File: src/rtl/adder_pkg.sv
// Shared constants and entry layout for the 32-bit two-stage adder and its
// response buffer.
package adder_pkg;

    localparam int ADDER_DW        = 32;
    localparam int ADDER_LAT       = 2;
    localparam int ADDER_RSP_DEPTH = 4;
    localparam int ADDER_RSP_EW    = ADDER_DW + 1;

    // FIFO entry layout: overflow flag above the sum.
    typedef struct packed {
        logic                ovf;
        logic [ADDER_DW-1:0] data;
    } adder_rsp_entry_t;

    // Results still owed to the FIFO: a stage-1 tag, plus a stage-2 tag not yet captured.
    function automatic logic [1:0] inflight_cnt(input logic v1, input logic v2, input logic cap);
        return {1'b0, v1} + {1'b0, v2 & ~cap};
    endfunction

endpackage

File: src/rtl/adder_rsp_fifo.sv
// Synchronous FIFO holding captured adder results; the producer is
// credit-throttled, so there is no full/drop handling.
module adder_rsp_fifo
    import adder_pkg::*;
#(
    parameter int DEPTH = ADDER_RSP_DEPTH,
    parameter int W     = ADDER_RSP_EW
) (
    input  logic                   clk,
    input  logic                   rst,
    input  logic                   push,
    input  logic                   pop,
    input  logic [W-1:0]           wdata,
    output logic [W-1:0]           rdata,
    output logic                   empty,
    output logic [$clog2(DEPTH):0] count
);

    localparam int AW = $clog2(DEPTH);
    localparam logic [AW-1:0] PTR_ONE = AW'(1);
    localparam logic [AW:0]   CNT_ONE = (AW+1)'(1);

    logic [W-1:0]  mem_r [DEPTH];
    logic [AW-1:0] wr_ptr_r;
    logic [AW-1:0] rd_ptr_r;
    logic [AW:0]   count_r;
    logic [AW:0]   count_nxt_s;
    logic          empty_r;

    // Occupancy update; a simultaneous push and pop leaves it unchanged.
    always_comb begin
        count_nxt_s = count_r;
        case ({push, pop})
            2'b10:   count_nxt_s = count_r + CNT_ONE;
            2'b01:   count_nxt_s = count_r - CNT_ONE;
            default: count_nxt_s = count_r;
        endcase
    end

    // Storage, pointers and occupancy; reset clears storage so the head reads zero.
    always_ff @(posedge clk) begin
        if (rst) begin
            wr_ptr_r <= '0;
            rd_ptr_r <= '0;
            count_r  <= '0;
            empty_r  <= 1'b1;
            for (int i = 0; i < DEPTH; i++) begin
                mem_r[i] <= '0;
            end
        end else begin
            if (push) begin
                mem_r[wr_ptr_r] <= wdata;
                wr_ptr_r        <= wr_ptr_r + PTR_ONE;
            end
            if (pop) begin
                rd_ptr_r <= rd_ptr_r + PTR_ONE;
            end
            count_r <= count_nxt_s;
            empty_r <= (count_nxt_s == '0);
        end
    end

    assign rdata = mem_r[rd_ptr_r];
    assign empty = empty_r;
    assign count = count_r;

endmodule

File: src/rtl/adder_rsp_buf.sv
// Response stage for the two-stage adder: slot tags, one-shot capture, credit
// issue control. Define ADDER_RSP_OVF_CNT_EN to add the ovf_cnt counter port.
module adder_rsp_buf
    import adder_pkg::*;
#(
    parameter int DEPTH = ADDER_RSP_DEPTH,
    parameter int DW    = ADDER_DW
) (
    input  logic                   clk,
    input  logic                   rst,
    input  logic                   adder_en,
    input  logic                   adder_clr,
    input  logic                   issue_vld,
    output logic                   issue_rdy,
    input  logic [DW-1:0]          add_out,
    input  logic                   add_ovf,
    output logic                   rsp_vld,
    input  logic                   rsp_rdy,
    output logic [DW-1:0]          rsp_data,
    output logic                   rsp_ovf,
`ifdef ADDER_RSP_OVF_CNT_EN
    output logic [15:0]            ovf_cnt,
`endif
    output logic [$clog2(DEPTH):0] level
);

    localparam int CW = $clog2(DEPTH) + 1;
    localparam logic [CW:0] DEPTH_C = (CW+1)'(DEPTH);

    logic          v1_r;
    logic          v2_r;
    logic          cap_r;
    logic          accept_s;
    logic          push_s;
    logic          pop_s;
    logic [1:0]    inflight_s;
    logic [CW:0]   credit_used_s;
    logic [DW:0]   wdata_s;
    logic [DW:0]   rdata_s;
    logic          empty_s;
    logic [CW-1:0] count_s;

    assign accept_s = issue_vld & issue_rdy & adder_en;
    assign push_s   = v2_r & ~cap_r;
    assign pop_s    = rsp_vld & rsp_rdy;

    // Slot tags follow the adder stages; a clear empties both and drops this cycle's issue.
    always_ff @(posedge clk) begin
        if (rst) begin
            v1_r <= 1'b0;
            v2_r <= 1'b0;
        end else if (adder_en) begin
            if (adder_clr) begin
                v1_r <= 1'b0;
                v2_r <= 1'b0;
            end else begin
                v1_r <= accept_s;
                v2_r <= v1_r;
            end
        end
    end

    // Capture flag: a stalled stage-2 result is pushed once, then held off until the pipe moves.
    always_ff @(posedge clk) begin
        if (rst) begin
            cap_r <= 1'b0;
        end else if (adder_en) begin
            cap_r <= 1'b0;
        end else if (push_s) begin
            cap_r <= 1'b1;
        end
    end

    // Credit check from registered state only, so issue_rdy never depends on issue_vld.
    always_comb begin
        inflight_s    = inflight_cnt(v1_r, v2_r, cap_r);
        credit_used_s = {1'b0, count_s} + (CW+1)'(inflight_s);
        if (credit_used_s < DEPTH_C) begin
            issue_rdy = 1'b1;
        end else begin
            issue_rdy = 1'b0;
        end
    end

    assign wdata_s = {add_ovf, add_out};

    adder_rsp_fifo #(
        .DEPTH (DEPTH),
        .W     (DW + 1)
    ) u_fifo (
        .clk   (clk),
        .rst   (rst),
        .push  (push_s),
        .pop   (pop_s),
        .wdata (wdata_s),
        .rdata (rdata_s),
        .empty (empty_s),
        .count (count_s)
    );

    assign rsp_vld  = ~empty_s;
    assign rsp_data = rdata_s[DW-1:0];
    assign rsp_ovf  = rdata_s[DW];
    assign level    = count_s;

`ifdef ADDER_RSP_OVF_CNT_EN
    logic [15:0] ovf_cnt_r;

    // Saturating count of consumed results that carried an overflow.
    always_ff @(posedge clk) begin
        if (rst) begin
            ovf_cnt_r <= 16'h0000;
        end else if (pop_s && rsp_ovf && (ovf_cnt_r != 16'hFFFF)) begin
            ovf_cnt_r <= ovf_cnt_r + 16'h0001;
        end
    end

    assign ovf_cnt = ovf_cnt_r;
`endif

endmodule

File: config.mk
export PLATFORM = sky130hd
export DESIGN_NAME = adder_rsp_buf
export DESIGN_NICKNAME = d
export VERILOG_FILES = /design/src/rtl/adder_pkg.sv /design/src/rtl/adder_rsp_fifo.sv /design/src/rtl/adder_rsp_buf.sv
export SDC_FILE = /design/constraint.sdc
export NUM_CORES = 1
export LEC_CHECK = 0
export ABC_CLOCK_PERIOD_IN_PS = 2650
export BUFFER_PORTS_ARGS = -buffer_cell sky130_fd_sc_hd__buf_4
export CAP_MARGIN = 20
export CORE_AREA = 5 5 84 164
export DETAILED_ROUTE_END_ITERATION = 10
export DIE_AREA = 0 0 89 169
export PLACE_DENSITY = 0.79
export SLEW_MARGIN = 20
export SYNTH_ARGS = -nofsm -noshare
export SYNTH_HDL_FRONTEND = slang
export SYNTH_SLANG_ARGS = --single-unit
File: constraint.sdc
create_clock -name clk -period 2.65 [get_ports clk]
set_input_delay 0.53 -clock clk [delete_from_list [all_inputs] [get_ports clk]]
set_output_delay 0.53 -clock clk [all_outputs]
set_load 0.02 [all_outputs]
### Yosys cells after proc, flatten, opt, wreduce, memory -nomap -nowiden

Memories as Yosys holds them, arrays and structs flattened. A register that Yosys moved wholly into a read port is not among the register bits.
Cells that the tools add are included.

| operators by class | value |
|---|---|
| add/sub/neg operators | 6 |
| multipliers | 0 |
| div/mod/pow operators | 0 |
| magnitude comparators | 1 |
| equal/unequal tests | 2 |
| shift operators | 0 |
| muxes and demuxes | 14 |
| bitwise logic cells | 6 |
| reductions and logical operators | 3 |

Operator list:

| operator | number |
|---|---|
| $mux 33 | 1 |
| $reduce_or 33->1 | 1 |
| $mux 1 | 9 |
| $mux 2 | 3 |
| $pmux 3 s2 | 1 |
| $add 2x1->2 const B | 2 |
| $add 3x2->4 | 1 |
| $and 1x1->1 | 4 |
| $lt 4x3->1 const B | 1 |
| $add 3x1->3 const B | 1 |
| $logic_not 3->1 | 1 |
| $sub 3x1->3 const B | 1 |
| $add 1x1->2 | 1 |
| $eq 2x1->1 const B | 1 |
| $eq 2x2->1 const B | 1 |
| $not 1->1 | 2 |
| $reduce_or 2->1 | 1 |

| storage, ports and cells | value |
|---|---|
| flip-flop bits (word level) | 11 |
| latch bits | 0 |
| RAM bits | 132 |
| ROM bits | 0 |
| output and inout port bits | 38 |
| word-level logic and storage cells | 40 |
| memories | 1 |

Memories:

| name | words | width | read ports | clocked after memory_dff | wr ports | RTL line | RTL |
|---|---|---|---|---|---|---|---|
| u_fifo.mem_r | 4 | 33 | 1 | 1 | 4 | adder_rsp_fifo.sv:23 | `logic [W-1:0] mem_r [DEPTH];` |

### Longest topological paths before layout

Gate-level depths: netlist of the first run.

| logic depth | value |
|---|---|
| word-level depth | 9 |
| depth in mapped cells | 9 |
| depth with buffers taken out | 9 |

### By module

From an unflattened synthesis of the first run, not the netlist that was laid out.

| unflattened totals | value |
|---|---|
| cell total of the unflattened synthesis | 419 |
| area, all modules | 6149.6 µm² |

Modules (own cells, without submodules):

| module | instances | cells each | area each (µm²) |
|---|---|---|---|
| adder_rsp_fifo | 1 | 400 | 5983.2 |
| adder_rsp_buf | 1 | 19 | 166.4 |

### Least setup slack after synthesis of the first run

No wires, ideal clock.

| timing | value |
|---|---|
| path kind | register to register |
| from | reg v2_r |
| to | mem u_fifo.mem_r[1][0] (netlist bit) (enable) |
| data arrival time | 2.295 ns |
| data required time | 2.220 ns |
| setup slack | -0.075 ns |
| cell stages (with the launch flop) | 4 |
| clock period less this slack | 2.725 ns |
| path through | dfxtp_1 -> nor2b_4 -> nand2_1 -> o21bai_1 |

RTL lines:

| what | RTL line | RTL |
|---|---|---|
| from (decl) | adder_rsp_buf.sv:31 | `logic v2_r;` |
| from (signal assigned) | adder_rsp_buf.sv:58 | `v2_r <= v1_r;` |
| to (decl) | adder_rsp_fifo.sv:23 |  |

==> metrics.md, run 1 <==
| Metric | Value |
|---|---|
| Status | completed |
| CP Launch Type | flop |
| Sequential power share | 0.482 |
| PwrDens | 694 nW/um^2 |
| DRC viols | 0 |
| Yosys warnings | 0 |
| Routed vias | 3370 |
| Sw Share | 0.203 |
| Worst ir drop on vdd | 0.661 mV |
| Num ports | 77 |
| Area leader, netlist | edfxtp_1 |
| # rows | 58 |
| Fillers | 888 |
| Placed cells | 599 |
| Slew @ Worst Pin | 0.895 ns |
| Remaining antenna violation count after routing | 0 |
| Gr usage total | 0.176 |
| # Post-CTS Setup Buffers | 0 |
| Routed WL | 12100 um |
| Syn Std Cell Area | 6310 um^2 |
| Final cell count without fillers | 631 |
| Initial Util | 0.508 |
| Nature of the critical path endpoint | primary output |
| Layout area overhead | 22.6% |
| Synth Instances | 383 |
| Unrepaired setup endpoints after global routing | no |
| Clock sinks | 145 |
| Pre-CTS setup slack | 0.331 ns |
| Internal power | 0.00428 W |
| Netlist cell types | 36 |
| Hold_buf cts | 0 |
| Final worst slack | 0.190 ns |
| Post-DP HPWL | 7870 um |
| Reg clk slew, reported paths | 0.06 ns |
| Psw | 0.00109 W |
| Diode count | 0 |
| Router iterations before antenna repair | 4 |
| H-tree depth | 4 |
| Post-synthesis sequential area ratio | 0.669 |
| Crit share post-route | 0.928 |
| Top cells by area, synth | edfxtp_1 (63%), mux4_2 (12%), and2_1 (11%) |
| Final Hold Fails | 0 |
| Die H | 169 um |
| Hold_ws | 0.326 ns |
| FMAX | 407 MHz |
| Vias in the first global route | 3755 |
| Largest net degree at the start of global routing | 34 |
| Synth Flop Type | edfxtp_1 |
| First-pass GRT wire length | 19500 um |
| # port buffers | 76 |
| Routability congestion estimate | 0.730 |
| Top-area cell type share of the netlist area | 0.628 |
| Routed WL per cell | 19.2 um |
| Synthesized net count | 425 |
| Crit path DAT | 1.93 ns |
| Share of layout cells above drive strength 1 | 0.389 |
| Setup TNS | 0 ns |
| Core footprint | 12400 um^2 |
| TritonCTS clock tree | built |
| Skew final | 0.00938 ns |
| Nets | 510 |
| Floorplan die width | 89 um |
| Slew Limit Headroom | 0.403 |
| Clk pwr share | 0.468 |
| Combinational share of power | 0.051 |
| Cts repair resizes | 0 |
| Root Driver | clkbuf_16 |
| Number of enable flip-flop cells after synthesis | 132 |
| Asr flop ratio synth | 0 |
| Full die area | 15000 um^2 |
| Via-per-instance ratio | 5.34 |
| Final core utilization | 0.624 |
| Final setup viols | 0 |
| Max Fanout on Critical Path | 8 |
| Crit path kind | flop to primary output |
| Req. time, crit path | 2.12 ns |
| Final worst path period need | 2.46 ns |
| Pleak | 2.93 nW |
| Max-cap viol count | 0 |
| Average size of a mapped cell | 16.5 um^2 |
| Pins Over Slew Limit | 0 |
| DRT iter0 DRCs | 165 |
| Top-count cell post-synth | edfxtp_1 |
| Clock buffer count from CTS | 17 |
| CTS Buffer Depth | 2 |
| GRT overflow | 0 |
| Clock latency on the worst-skew pair | 0.40 ns |
| Min-delay worst type | primary input to flop |
| #FFs+latches synth | 145 |
| Most frequent cells after synthesis | edfxtp_1 (132), and2_1 (109), mux4_2 (33), and2_2 (23), dfxtp_1 (13) |
| Initial antenna violation count | 0 |
## per-stage QoR
| step | total power, W | cell area, um^2 |
|---|---|---|
| 2_1_floorplan | 0.00276 | 6310 |
| 3_3_place_gp | 0.00290 | 7110 |
| 3_5_place_dp | 0.00291 | 7110 |
| 4_1_cts | 0.00541 | 7740 |
| 5_1_grt | 0.00554 | 7740 |
| 6_report | 0.00537 | 7740 |
## cells by family (layout without fill, tap and decap cells)
family                     after synthesis  count (layout)  synth area share
adders and majority gates                3               3           0.00714
AOI/OAI and AO/OA                       10              10            0.0101
xor gates and xnor gates                 6               6           0.00833
and+or+nand+nor                        158             158             0.168
buffers and inverters                   28             126            0.0194
muxes                                   33              33             0.118
DFF                                    145             145             0.669
## area by class of cell
cell class              count  area [um^2]  share of cell area
flip-flops and latches    145         4230               0.546
well taps                 150          188              0.0243
clock inverters            15          204              0.0264
clock buffers              17          425              0.0550
multi-input cells         210         1970               0.255
inverters                   6         22.5             0.00291
repair buffers             88          698              0.0902
## worst max-delay path, stage by stage, from the launching register on
cell and delay [ns]:
dfxtp_2 0.52, buf_4 0.28, mux4_2 0.55, buf_4 0.18
## power groups by stage
stage / Combinational [W] / Clock [W] / Sequential, W
final: 0.000271 / 0.00251 / 0.00258
after global routing: 0.000294 / 0.00265 / 0.00259
after CTS: 0.000278 / 0.00254 / 0.00259
after detailed placement: 0.000276 / 0 / 0.00263
after global placement: 0.000272 / 0 / 0.00263
after floorplan: 0.000134 / 0 / 0.00262
## cells in the final DEF (no fill, tap or decap), types with 2 or more instances in the layout
master | synthesis | routed
a21oi_1 | 4 | 4
a31o_2 | 2 | 2
and2_1 | 109 | 109
and2_2 | 23 | 23
buf_12 | 0 | 3
buf_4 | 1 | 85
bufinv_16 | 0 | 4
clkbuf_16 | 0 | 17
clkinv_1 | 0 | 2
clkinv_4 | 0 | 2
clkinvlp_4 | 0 | 2
dfxtp_1 | 13 | 11
dfxtp_2 | 0 | 2
edfxtp_1 | 132 | 132
ha_1 | 2 | 2
inv_1 | 5 | 5
inv_6 | 0 | 5
mux4_2 | 33 | 33
nand2_1 | 2 | 2
nand2b_1 | 2 | 2
nor2_1 | 9 | 9
nor3_1 | 2 | 2
nor4_4 | 2 | 2
xnor2_1 | 2 | 2
xor2_1 | 4 | 4
## path summary, 6_finish.rpt
path,startpoint,endpoint,slack (ns),cells past startpoint
worst max-delay path,flop,rsp_data[14],0.19,3
worst min-delay path,adder_en,cap_r,0.33,2
worst max register to register,cap_r,u_fifo.empty,0.39,9
worst min register to register,v1_r,v1_r,0.49,2
## registers in the layout (all words and copies together), names as in the netlist, named ones only
| name | flops |
|---|---|
| u_fifo.mem_r | 132 |
| u_fifo.count | 3 |
| u_fifo.rd_ptr_r | 2 |
| u_fifo.wr_ptr_r | 2 |
| cap_r | 1 |
| u_fifo.empty | 1 |
| v1_r | 1 |
| v2_r | 1 |
## metal layers
layer	vias to the layer above	wire length (um)	global-route usage	part of all wire
li1	1574	-	-	-
met1	1689	4430	0.197	0.37
met2	93	6850	0.319	0.56
met3	14	660	0.0399	0.054
met4	0	187	0.0603	0.015
met5	-	0	0	0
Power figures use the tool's default switching activity.
==> run 2: changes to the inputs <==
--- a/config.mk
+++ b/config.mk
@@ -8,11 +8,12 @@
 export ABC_CLOCK_PERIOD_IN_PS = 2650
 export BUFFER_PORTS_ARGS = -buffer_cell sky130_fd_sc_hd__buf_4
 export CAP_MARGIN = 20
-export CORE_AREA = 5 5 84 164
+export CORE_AREA = 5 5 83 162
 export DETAILED_ROUTE_END_ITERATION = 10
-export DIE_AREA = 0 0 89 169
-export PLACE_DENSITY = 0.79
+export DIE_AREA = 0 0 88 167
+export PLACE_DENSITY = 0.8
 export SLEW_MARGIN = 20
 export SYNTH_ARGS = -nofsm -noshare
 export SYNTH_HDL_FRONTEND = slang
+export SYNTH_HIERARCHICAL = 1
 export SYNTH_SLANG_ARGS = --single-unit
==> run 2 against run 1 <==
Effect of this change: via count grew 4.5%; synthesized cell count grew 9.4%; power grew 7.5%; non-clock buffer count grew 1; sequential share of layout area grew 1.3 points; sequential power grew 3%; worst setup slack gained 0.032 ns; critical endpoint is now rsp_data[28].
==> metrics.md, run 2 <==
| Metric | Value |
|---|---|
| FMAX | 412 MHz (was 407 MHz) |
| Diode count | 0 (unchanged) |
| Crit path kind | flop to primary output (unchanged) |
| Min-delay worst type | primary input to flop (unchanged) |
| # Post-CTS Setup Buffers | 0 (unchanged) |
| Layout area overhead | 23.1% (was 22.6%) |
| Hold_ws | 0.317 ns (was 0.326 ns) |
| Share of layout cells above drive strength 1 | 0.320 (was 0.389) |
| Routed vias | 3520 (was 3370) |
| Final Hold Fails | 0 (unchanged) |
| Routed WL | 12500 um (was 12100 um) |
| Vias in the first global route | 3933 (was 3755) |
| CTS Buffer Depth | 2 (unchanged) |
| Area leader, netlist | edfxtp_1 (unchanged) |
| Biggest register | u_fifo/mem_r (was u_fifo.mem_r) |
| H-tree depth | 4 (unchanged) |
| Req. time, crit path | 2.12 ns (about the same) |
| Clock buffer count from CTS | 17 (unchanged) |
| Top-area cell type share of the netlist area | 0.645 (was 0.628) |
| Pleak | 2.99 nW (was 2.93 nW) |
| Reg clk slew, reported paths | 0.06 ns (about the same) |
| First-pass GRT wire length | 19700 um (was 19500 um) |
| Hold EP | cap_r (unchanged) |
| Most numerous cell on the critical path | buf_4 (unchanged) |
| Nets | 545 (was 510) |
| Nature of the critical path endpoint | primary output (unchanged) |
| Initial Util | 0.510 (was 0.508) |
| Final core utilization | 0.628 (was 0.624) |
| Root Driver | clkbuf_16 (unchanged) |
| FF-to-FF path depth | 8 (was 9) |
| Skew final | 0.00800 ns (was 0.00938 ns) |
| Clock latency on the worst-skew pair | 0.42 ns (was 0.40 ns) |
| Crit share post-route | 0.916 (was 0.928) |
| Slew @ Worst Pin | 0.786 ns (was 0.895 ns) |
| Asr flop ratio synth | 0 (unchanged) |
| Pins Over Slew Limit | 0 (unchanged) |
| Slew Limit Headroom | 0.476 (was 0.403) |
| Leading cell types in the layout, fill and taps excluded | edfxtp_1 (132), buf_4 (85), nor2_1 (73) (was edfxtp_1 (132), and2_1 (109), buf_4 (85)) |
| DRT iter0 DRCs | 277 (was 165) |
| Final cell count without fillers | 663 (was 631) |
| # rows | 57 (was 58) |
| Status | completed (unchanged) |
| TritonCTS clock tree | built (unchanged) |
| Max-cap viol count | 0 (unchanged) |
| R2R Path End | u_fifo/count[2] (was u_fifo.empty) |
| Yosys warnings | 6 (was 0) |
| Full die area | 14700 um^2 (was 15000 um^2) |
| Worst R2R Start | cap_r (unchanged) |
| Worst hold start | adder_en (unchanged) |
| Worst ir drop on vdd | 0.482 mV (was 0.661 mV) |
| Number of enable flip-flop cells after synthesis | 132 (unchanged) |
| Clock sinks | 145 (unchanged) |
| Unrepaired setup endpoints after global routing | no (unchanged) |
| DRC viols | 0 (unchanged) |
| Router iterations before antenna repair | 4 (unchanged) |
| Routability congestion estimate | 0.816 (was 0.730) |
| Floorplan die width | 88 um (was 89 um) |
| Routed WL per cell | 18.8 um (was 19.2 um) |
| Core footprint | 12100 um^2 (was 12400 um^2) |
| Critical-path top delay cell | dfxtp_2 (was mux4_2) |
| Post-DP HPWL | 8200 um (was 7870 um) |
| Synthesized net count | 461 (was 425) |
| Cts repair resizes | 0 (unchanged) |
| Die H | 167 um (was 169 um) |
| Most common cell after layout, fill and taps aside | edfxtp_1 (unchanged) |
| Via-per-instance ratio | 5.31 (was 5.34) |
| Largest net degree at the start of global routing | 34 (unchanged) |
| R2R Setup Slk | 0.47 ns (was 0.39 ns) |
| Placed cells | 630 (was 599) |
| Synth Flop Type | edfxtp_1 (unchanged) |
| GRT overflow | 0 (unchanged) |
| CP Launch Type | flop (unchanged) |
| Average size of a mapped cell | 14.7 um^2 (was 16.5 um^2) |
| Critical-path cell list | buf_4 > mux4_2 > buf_4 (unchanged) |
| Max reg flops | 132 (unchanged) |
| Final setup viols | 0 (unchanged) |
| Remaining antenna violation count after routing | 0 (unchanged) |
| Gr usage total | 0.184 (was 0.176) |
| Synth Instances | 419 (was 383) |
| Most frequent cells after synthesis | edfxtp_1 (132), nor2_1 (73), inv_1 (38), nand2_1 (35), and2_1 (34) (was edfxtp_1 (132), and2_1 (109), mux4_2 (33), and2_2 (23), dfxtp_1 (13)) |
| Final worst path period need | 2.43 ns (was 2.46 ns) |
| Top-count cell post-synth | edfxtp_1 (unchanged) |
| Hold_buf cts | 0 (unchanged) |
| PwrDens | 762 nW/um^2 (was 694 nW/um^2) |
| #FFs+latches synth | 145 (unchanged) |
| Crit path DAT | 1.90 ns (was 1.93 ns) |
| Max incr delay on CP | 0.68 ns (was 0.55 ns) |
| Initial antenna violation count | 0 (unchanged) |
| # port buffers | 76 (unchanged) |
| Hold depth | 2 (unchanged) |
| Syn Std Cell Area | 6150 um^2 (was 6310 um^2) |
| Fillers | 870 (was 888) |
| Post-synthesis sequential area ratio | 0.687 (was 0.669) |
| Top cells by area, synth | edfxtp_1 (64%), mux4_2 (12%), nor2_1 (4.5%) (was edfxtp_1 (63%), mux4_2 (12%), and2_1 (11%)) |
| Max Fanout on Critical Path | 20 (was 8) |
| Num ports | 77 (unchanged) |
| Netlist cell types | 34 (was 36) |
-- run 2: changes by cell type in the layout (fill, tap and decap cells not counted), moves of 4 or more --
cell / previous run / this run
clkinv_2: 0 / 4
nor2_1: 9 / 73
inv_6: 5 / 0
nand2_1: 2 / 35
inv_1: 5 / 38
and2_1: 109 / 34
and2_2: 23 / 0
-- run 2: area by class of cell --
cell class                      instances  area, um^2  share of cell area
Sequential cell                       145        4230               0.559
Multi-Input combinational cell        211        1690               0.223
Inverter                               39         146              0.0193
Timing Repair Buffer                   89         726              0.0959
Clock buffer                           18         429              0.0567
Clock inverter                         14         165              0.0218
Tap cell                              147         184              0.0243
-- run 2: worst max-delay path by stage --
stage               cells past startpoint  slack, ns            endpoint
floorplan                               3      -0.02  u_fifo/mem_r[1][0]
global placement                        8       0.48     u_fifo/count[2]
detailed placement                      8       0.37        u_fifo/empty
CTS                                     3       0.04        rsp_data[24]
global route                            3       0.15        rsp_data[28]
finish                                  3       0.22        rsp_data[28]
-- run 2: critical path, delay by kind of cell, from the launching register on --
family | cells | cell delay [ns]
buf+inv | 2 | 0.48
flops | 1 | 0.68
mux | 1 | 0.31
-- run 2: cells by family (layout without fill, tap and decap cells) --
group                      count (synthesis)  in the layout  synth area share
and+or+nand+nor                          161            161             0.123
muxes                                     33             33             0.121
xor gates and xnor gates                   6              6           0.00855
DFF                                      145            145             0.687
AOI/OAI and AO/OA                          8              8           0.00895
adders and majority gates                  3              3           0.00732
buffers and inverters                     63            160            0.0439
-- run 2: metal layers --
metal	vias up	GRT usage	wire length (um)
met5	-	0	0
met4	0	0.0748	232
met3	22	0.0455	692
met2	102	0.349	7430
met1	1757	0.183	4140
li1	1639	-	-
-- run 2: metrics by stage --
stage | setup TNS (ns) | total power (W) | setup slack (ns) | area (um^2)
6_report | 0 | 0.00577 | 0.222 | 7570
5_1_grt | 0 | 0.00597 | 0.145 | 7570
4_1_cts | 0 | 0.00581 | 0.0438 | 7540
3_5_place_dp | 0 | 0.00344 | 0.366 | 6950
3_3_place_gp | 0 | 0.00342 | 0.478 | 6950
2_1_floorplan | -0.541 | 0.00312 | -0.0164 | 6150
-- run 2: report_power, final --
group          internal, W  switching, W
Combinational     0.000375      0.000359
Clock              0.00148      0.000909
Sequential         0.00259     0.0000650
